[src/rtl/lamp_seq_pkg.sv]
// Shared definitions for the lamp sequencer: phase encoding, level-to-lamp decode, level-point sanity check.
// Latency: n/a (types and pure functions only).
// Backpressure: n/a.
package lamp_seq_pkg;

    // Phase 0 is idle; 1..6 are the ramp phases. Odd phases ramp up, even phases ramp down.
    typedef enum logic [2:0] {
        PH_IDLE = 3'd0,
        PH_UP1  = 3'd1,
        PH_DN2  = 3'd2,
        PH_UP3  = 3'd3,
        PH_DN4  = 3'd4,
        PH_UP5  = 3'd5,
        PH_DN6  = 3'd6
    } phase_e;

    // One lamp bit for a given level: bar lights every lamp below the level,
    // dot lights only the lamp at position level-1 (nothing at level 0).
    function automatic logic lamp_bit(input int unsigned lvl, input int unsigned idx, input logic dot);
        return dot ? (lvl == idx + 1) : (idx < lvl);
    endfunction

    // Level points must be strictly ordered inside the lamp range.
    function automatic bit lvl_points_ok(input int n_lamp, input int lvl_b, input int lvl_c);
        return (lvl_b > 0) && (lvl_b < lvl_c) && (lvl_c < n_lamp);
    endfunction

endpackage

[src/rtl/lamp_step_tick.sv]
// Step-rate prescaler: one tick every step_div+1 enabled clocks.
// Latency: tick is combinational from the count register and live step_div.
// Backpressure: none; a shrinking step_div just lets the count run to its max and wrap.
module lamp_step_tick #(
    parameter int DIV_W = 8
) (
    input  logic             clk,
    input  logic             rst_n,
    input  logic             en,
    input  logic             clr,
    input  logic [DIV_W-1:0] step_div,
    output logic             tick
);

    logic [DIV_W-1:0] cnt_q;
    logic [DIV_W-1:0] cnt_d;

    assign tick = en && (cnt_q == step_div);

    // Next count: clear on start, wrap on tick, otherwise count up (natural wrap covers count > step_div).
    always_comb begin
        cnt_d = cnt_q;
        if (clr) begin
            cnt_d = '0;
        end else if (en) begin
            cnt_d = tick ? '0 : cnt_q + DIV_W'(1);
        end
    end

    // Count register.
    always_ff @(posedge clk or negedge rst_n) begin
        if (!rst_n) begin
            cnt_q <= '0;
        end else begin
            cnt_q <= cnt_d;
        end
    end

endmodule

[src/rtl/lamp_seq_gen.sv]
// N-lamp six-phase up/down sequencer with prescaler, bar/dot display, repeat count and status.
// Latency: level moves on the clock edge that sees a tick; lamp follows level in the same cycle.
// Backpressure: none; flick is only honoured in idle and at the two retrigger points.
module lamp_seq_gen
    import lamp_seq_pkg::*;
#(
    parameter int N_LAMP = 16,
    parameter int LVL_B  = 5,
    parameter int LVL_C  = 10,
    parameter int DIV_W  = 8,
    parameter int LOOP_W = 4
) (
    input  logic              clk,
    input  logic              rst_n,
    input  logic              flick,
    input  logic [DIV_W-1:0]  step_div,
    input  logic              mode,
    input  logic [LOOP_W-1:0] loops,
    output logic [N_LAMP-1:0] lamp,
    output logic              busy,
    output logic              done,
    output logic [2:0]        phase
);

    localparam int LVL_W = $clog2(N_LAMP + 1);
    localparam logic [LVL_W-1:0] LV_N = LVL_W'(N_LAMP);
    localparam logic [LVL_W-1:0] LV_B = LVL_W'(LVL_B);
    localparam logic [LVL_W-1:0] LV_C = LVL_W'(LVL_C);
    localparam logic [LVL_W-1:0] ONE  = LVL_W'(1);

    if (!lvl_points_ok(N_LAMP, LVL_B, LVL_C)) begin : g_bad_lvl
        $error("lamp_seq_gen: level points must satisfy 0 < LVL_B < LVL_C < N_LAMP");
    end

    phase_e            phase_q;
    logic [LVL_W-1:0]  level_q;
    logic [LOOP_W-1:0] loop_q;
    logic              mode_q;
    logic              done_q;

    logic              tick;
    logic              start;
    logic              up_ramp;
    logic [LVL_W-1:0]  tgt;

    assign start   = (phase_q == PH_IDLE) && flick;
    assign up_ramp = (phase_q == PH_UP1) || (phase_q == PH_UP3) || (phase_q == PH_UP5);

    lamp_step_tick #(
        .DIV_W (DIV_W)
    ) u_tick (
        .clk      (clk),
        .rst_n    (rst_n),
        .en       (phase_q != PH_IDLE),
        .clr      (start),
        .step_div (step_div),
        .tick     (tick)
    );

    // Ramp target of the current phase.
    always_comb begin
        tgt = '0;
        case (phase_q)
            PH_UP1:  tgt = LV_N;
            PH_DN2:  tgt = LV_B;
            PH_UP3:  tgt = LV_C;
            PH_UP5:  tgt = LV_B;
            default: tgt = '0;
        endcase
    end

    // Sequencer: start from idle, then on each tick retrigger, step, change phase, repeat or finish.
    always_ff @(posedge clk or negedge rst_n) begin
        if (!rst_n) begin
            phase_q <= PH_IDLE;
            level_q <= '0;
            loop_q  <= '0;
            mode_q  <= 1'b0;
            done_q  <= 1'b0;
        end else begin
            done_q <= 1'b0;
            if (phase_q == PH_IDLE) begin
                level_q <= '0;
                if (flick) begin
                    mode_q  <= mode;
                    loop_q  <= loops;
                    phase_q <= PH_UP1;
                    level_q <= ONE;
                end
            end else if (tick) begin
                if (phase_q == PH_DN2 && level_q == LV_B && flick) begin
                    phase_q <= PH_UP1;
                    level_q <= LV_B + ONE;
                end else if (phase_q == PH_DN4 && (level_q == LV_B || level_q == '0) && flick) begin
                    phase_q <= PH_UP3;
                    level_q <= level_q + ONE;
                end else if (level_q != tgt) begin
                    level_q <= up_ramp ? level_q + ONE : level_q - ONE;
                end else if (phase_q != PH_DN6) begin
                    // Endpoint reached: next phase has the opposite direction, so step away at once.
                    phase_q <= phase_e'(phase_q + 3'd1);
                    level_q <= up_ramp ? level_q - ONE : level_q + ONE;
                end else if (loop_q != '0) begin
                    loop_q  <= loop_q - LOOP_W'(1);
                    phase_q <= PH_UP1;
                    level_q <= ONE;
                end else begin
                    phase_q <= PH_IDLE;
                    done_q  <= 1'b1;
                end
            end
        end
    end

    // Lamp decode straight from the level and latched mode registers.
    always_comb begin
        lamp = '0;
        for (int i = 0; i < N_LAMP; i++) begin
            lamp[i] = lamp_bit(32'(level_q), 32'(i), mode_q);
        end
    end

    assign busy  = (phase_q != PH_IDLE);
    assign done  = done_q;
    assign phase = phase_q;

endmodule

[config.mk]
export PLATFORM = sky130hd
export DESIGN_NAME = lamp_seq_gen
export DESIGN_NICKNAME = d
export VERILOG_FILES = /design/src/rtl/lamp_seq_pkg.sv /design/src/rtl/lamp_step_tick.sv /design/src/rtl/lamp_seq_gen.sv
export SDC_FILE = /design/constraint.sdc
export NUM_CORES = 1
export LEC_CHECK = 0
export CAP_MARGIN = 20
export CORE_MARGIN = 10
export CORE_UTILIZATION = 48
export DETAILED_ROUTE_END_ITERATION = 16
export PLACE_DENSITY = 0.8
export SETUP_SLACK_MARGIN = 0.3
export SLEW_MARGIN = 40
export SYNTH_ARGS = -nofsm -noshare
export SYNTH_HDL_FRONTEND = slang
export SYNTH_SLANG_ARGS = --single-unit
[constraint.sdc]
create_clock -name clk -period 2.65 [get_ports clk]
set_clock_uncertainty 0.15 [all_clocks]
set_input_delay 0.265 -clock clk [delete_from_list [all_inputs] [get_ports clk]]
set_output_delay 0.265 -clock clk [all_outputs]
set_load 0.1 [all_outputs]
Word-level counts from Yosys, hierarchy flattened

Index checks and enable logic that the tools add are counted.

Flip-flop bits (word level): 22
Bits in latches: 0
Memory bits (writable): 0
Bits in read-only memories: 0
Input bits: 16
Output and inout port bits: 21
Logic and storage cells: 132
Memories kept: 0

$add $sub $neg: 5
$mul: 0
Divide/modulo/power cells: 0
Order comparisons: 16
Equal/unequal tests: 30
Shifts and indexed selects: 0
Multiplexer cells: 53
Bitwise gates (word level): 0
Reduce and logical (&&, ||, !) cells: 22

Operators by type and width:

| cell                | number |
|---|---|
| $mux 5              | 9 |
| $eq 5x4->1 const B  | 8 |
| $lt 4x5->1 const A  | 8 |
| $mux 4              | 8 |
| $mux 1              | 25 |
| $mux 8              | 3 |
| $mux 3              | 7 |
| $eq 5x3->1 const B  | 4 |
| $lt 3x5->1 const A  | 4 |
| $pmux 5 s3          | 1 |
| $eq 5x2->1 const B  | 2 |
| $lt 1x5->1 const A  | 2 |
| $lt 2x5->1 const A  | 2 |
| $ne 2x2->1 const B  | 5 |
| $add 8x1->8 const B | 1 |
| $eq 8x8->1          | 1 |
| $reduce_and 7->1    | 1 |
| $eq 3x2->1 const B  | 2 |
| $eq 3x3->1 const B  | 2 |
| $logic_and 1x1->1   | 6 |
| $reduce_bool 2->1   | 3 |
| $reduce_bool 6->1   | 1 |
| $add 5x1->5 const B | 1 |
| $eq 5x1->1 const B  | 1 |
| other kinds (16)    | 19 |

Depth between registers and ports, before layout

Depth in word-level cells: 10
Mapped depth: 10
Gate-level depth less buffers: 9

By module

A second synthesis with hierarchy kept.

Cell total of the unflattened synthesis: 265
Area, all modules: 2164.6 um2

By module, submodules not included:

| module         | instances | cells each | area an instance (um2) | seq. area each (um2) |
|---|---|---|---|---|
| lamp_seq_gen   | 1         | 214        | 1641.6                 | 350.3 |
| lamp_step_tick | 1         | 51         | 523.0                  | 200.2 |

Worst setup path before layout

OpenSTA, ideal clock, no wires.

Path kind: register to output
From: reg level_q[2]
To: out lamp[8]
Arrival time: 3.174 ns
Data required time: 2.235 ns
Slack: -0.939 ns
Stages on the path, launching flop included: 5
Path buffers: 1
Path through: dfrtp_1 clkbuf_1 nor2_1 inv_1 o32ai_1

Cells in the longest elaborated chain, start to end: 2
Elaborated cells between the ends (all ways): 3
Those cells by class: order compare: 1; eq/ne: 1; mux: 1

RTL lines:

| what                                            | RTL line           | RTL |
|---|---|---|
| from (decl)                                     | lamp_seq_gen.sv:36 | `logic [LVL_W-1:0] level_q;` |
| from (signal assigned)                          | lamp_seq_gen.sv:93 | `level_q <= LV_B + ONE;` |
| from (signal assigned)                          | lamp_seq_gen.sv:96 | `level_q <= level_q + ONE;` |
| from (signal assigned)                          | lamp_seq_gen.sv:98 | `level_q <= up_ramp ? level_q + ONE : level_q - ONE;` |
| $lt 4x5->1 / $eq 5x4->1 (equally long branches) | lamp_seq_pkg.sv:20 | `return dot ? (lvl == idx + 1) : (idx < lvl);` |
| $mux 1 (*)                                      | lamp_seq_pkg.sv:20 |  |
| to (decl)                                       | lamp_seq_gen.sv:19 | `output logic [N_LAMP-1:0] lamp,` |

Mark *: on every way between the ends. The rest lies on a longest branch, timed or not.

Final worst setup path

From: reg phase_q[1] (netlist: phase[1])
To: reg level_q[4]

Cells in the longest elaborated chain, start to end: 10
Elaborated cells between the ends (all ways): 29
Those cells by class: eq/ne: 7; mux: 9; reduce/logical: 13

RTL lines:

| what                                                                | RTL line            | RTL |
|---|---|---|
| from (decl)                                                         | lamp_seq_gen.sv:35  | `phase_e phase_q;` |
| from (signal assigned)                                              | lamp_seq_gen.sv:101 | `phase_q <= phase_e'(phase_q + 3'd1);` |
| parallel branches: the longest is 10 deep, another holds $pmux 5 s3 | -                   |  |

Parallel ways; which one is timed is not known. The select of a mux whose other input is x is not followed.
A chain may end at the register's enable or synchronous reset.

==> impl_metrics.toml <==
[worst_setup_path]
required_ps = 2710
regToRegSetupSlack_ps = 180
rr_endpoint = "level_q[4]$_DFFE_PN0P_"
r2r-start = "phase[1]$_DFFE_PN0P_"
ff2ff_path_depth = 11
endpoint_kind = "flop"
arrival_ps = 2530
crit_fanout = 7
crit_type = "flop to flop"
crit_path_start_kind = "flop"

[cells_and_area]
drive_gt1_share_pct = 37.4
fill_cells = 244
num_antenna_cells = 0
stdcell_count = 384
nNetsFinal = 359
areaGrowthSynthToFinish_pct = 54.5
final_area_um2 = 3210

[synthesis]
synth_cell_type_count = 61
synthTopCellsByArea = "dfrtp_1 (27%), nand2_1 (5.6%), o21ai_0 (5.1%)"
synth.avg_cell_area_um2 = 7.77
synth_area_um2 = 2070
synth_ff_type = "dfrtp_1"
post-synth-top-area-cell = "dfrtp_1"
synth-seq-cells = 22
synth-async-reset-ratio_pct = 100
yosys-top-cells-count = "nand2_1 (31), nor2_1 (26), dfrtp_1 (22)"
synth_most_common_cell = "nand2_1"
synth_edf_count = 0
netlist_instances = 267
yosysWarningCount = 0
synth_nets = 291
yosysSeqAreaShare_pct = 26.5
synth_top_area_share_pct = 26.5

[timing]
finalSetupTns_ps = 0
setup_violations = 0
tightest_slew_ps = 432
fin_crit_sh_pct = 93.2
slew_violations = 0
period_minus_slack_ps = 2470
fmax_mhz = 405
worst_hold_slack_ps = 308
relSlewSlack_pct = 71.2
grt_setup_unrepaired = "yes"
hold_viol = 0

[global_route]
track_usage_pct = 16.5
antenna_found_initial = 0
grt_max_degree = 18
grt_pass1_vias = 2205
overflow = 0
grt_pass1_wl_um = 10500

[place]
dp_hpwl_um = 4610
placed_cell_area_um2 = 2860
globalplace.congestion = 0.987
port_buffers = 36
placed_cells = 356

[clocking]
cts_made_buffers = 3
cts_tree = "built"
htree_levels = 1
ctsRootBufferMaster = "clkbuf_8"
cts.sinks = 22
clk_path_buf_depth = 2
clock_latency_ps = 270
path_clk_slew_ps = 90

[routing]
routed_via_density = 6.33
final_antenna_net_count = 0
drt_wl_total_um = 6840
initialDrtViolationCount = 384
route.detailed.drc = 0
dr_total_vias = 2431
drt_first_pass_iters = 6
wl_per_cell_um = 17.8

[floorplan]
die_height_um = 85.7
io_pins = 37
initial_core_util_pct = 50.8
dieArea_um2 = 7350
core_area_um2 = 4090
die_w_um = 85.7
rows = 23

[min_path]
hp-class = "input port to asynchronous set/reset pin"

[run_status]
status = "completed"

[run]
drv_cap = 0
## kinds of logic after synthesis
logic type / synth area share (%)
xor gates and xnor gates: 6.75
and+or+nand+nor: 24.8
buffers and inverters: 7.18
DFF: 26.5
muxes: 3.32
adders and majority gates: 4.83
AOI/OAI and AO/OA: 26.6
## registers in the layout, summed over array words and instances, names as in the netlist
signal / flops
level_q: 5
u_tick.cnt_q: 8
loop_q: 4
done: 1
phase: 3
mode_q: 1
## placed cells by master, fill, tap and decap left out, types with 6 or more instances in the layout
cell type and n:
buf_4 41, nand2_1 31, nor2_1 24, dfrtp_1 19, buf_12 18, o21ai_0 15, clkdlybuf4s50_1 14, nand3_1 13
xor2_1 12, a21oi_1 9, a31oi_1 9, o21ai_2 8, nor3_1 7, inv_1 6, ha_1 6
## worst max-delay path by stage
stage / start / end / slack (ps) / cells after the start
final: phase[1]$_DFFE_PN0P_ / level_q[4]$_DFFE_PN0P_ / 180 / 11
after global routing: phase[1]$_DFFE_PN0P_ / level_q[4]$_DFFE_PN0P_ / 110 / 11
after CTS: phase[0]$_DFFE_PN0P_ / level_q[4]$_DFFE_PN0P_ / 260 / 11
after detailed placement: phase[0]$_DFFE_PN0P_ / phase[2]$_DFFE_PN0P_ / 180 / 8
after global placement: phase[2]$_DFFE_PN0P_ / level_q[1]$_DFFE_PN0P_ / 260 / 8
after floorplan: level_q[3]$_DFFE_PN0P_ / lamp[8] / 60 / 4
## per-layer routing
layer  vias to the layer above  part of all wire, %  GRT usage, %
met1                      1136                   39          20.0
met2                       155                   50          28.1
met5                         -                    0             0
met3                        27                  8.8          4.16
met4                         0                  2.6          4.19
li1                       1113                    -             -
## worst max-delay path, stage by stage, from the launching register on
cell       delay [ps]
dfrtp_4           530
inv_4              90
nor2_1             50
ha_2              170
o21ai_2            80
mux2i_2           270
buf_4             170
buf_4             100
a31oi_1            90
a2111oi_2         390
a311o_1           190
a22o_1            130
## through the flow
| stage | setup WS (ps) | utilization (%) |
|---|---|---|
| global placement | 262 | 69.9 |
| detailed placement | 183 | 69.9 |
| global route | 110 | 78.4 |
| finish | 181 | 78.4 |
| CTS | 263 | 74.0 |
| floorplan | 57.3 | - |
## area by class of cell
cell class              count  area, µm²  share of cell area [%]
well taps                  50       62.6                    1.95
multi-input cells         219       1620                    50.5
repair buffers             77        846                    26.4
clock buffers               4       55.1                    1.72
flip-flops and latches     22        562                    17.5
inverters                  12       61.3                    1.91
## what timing repair did
| item | 4_1_cts | 5_1_grt |
|---|---|---|
| setup endpoints to repair | 10 | 18 |
| cloned | 0 | 1 |
| hold buffers | 0 | 1 |
| endpoints found under the hold margin | 0 | 15 |
| resized for setup | 5 | 20 |
| buffers inserted | 12 | 10 |
| pin swaps | 2 | 11 |
Power is not shown: default switching activity piles up to over one toggle a cycle in this logic, so the estimate is an artifact.
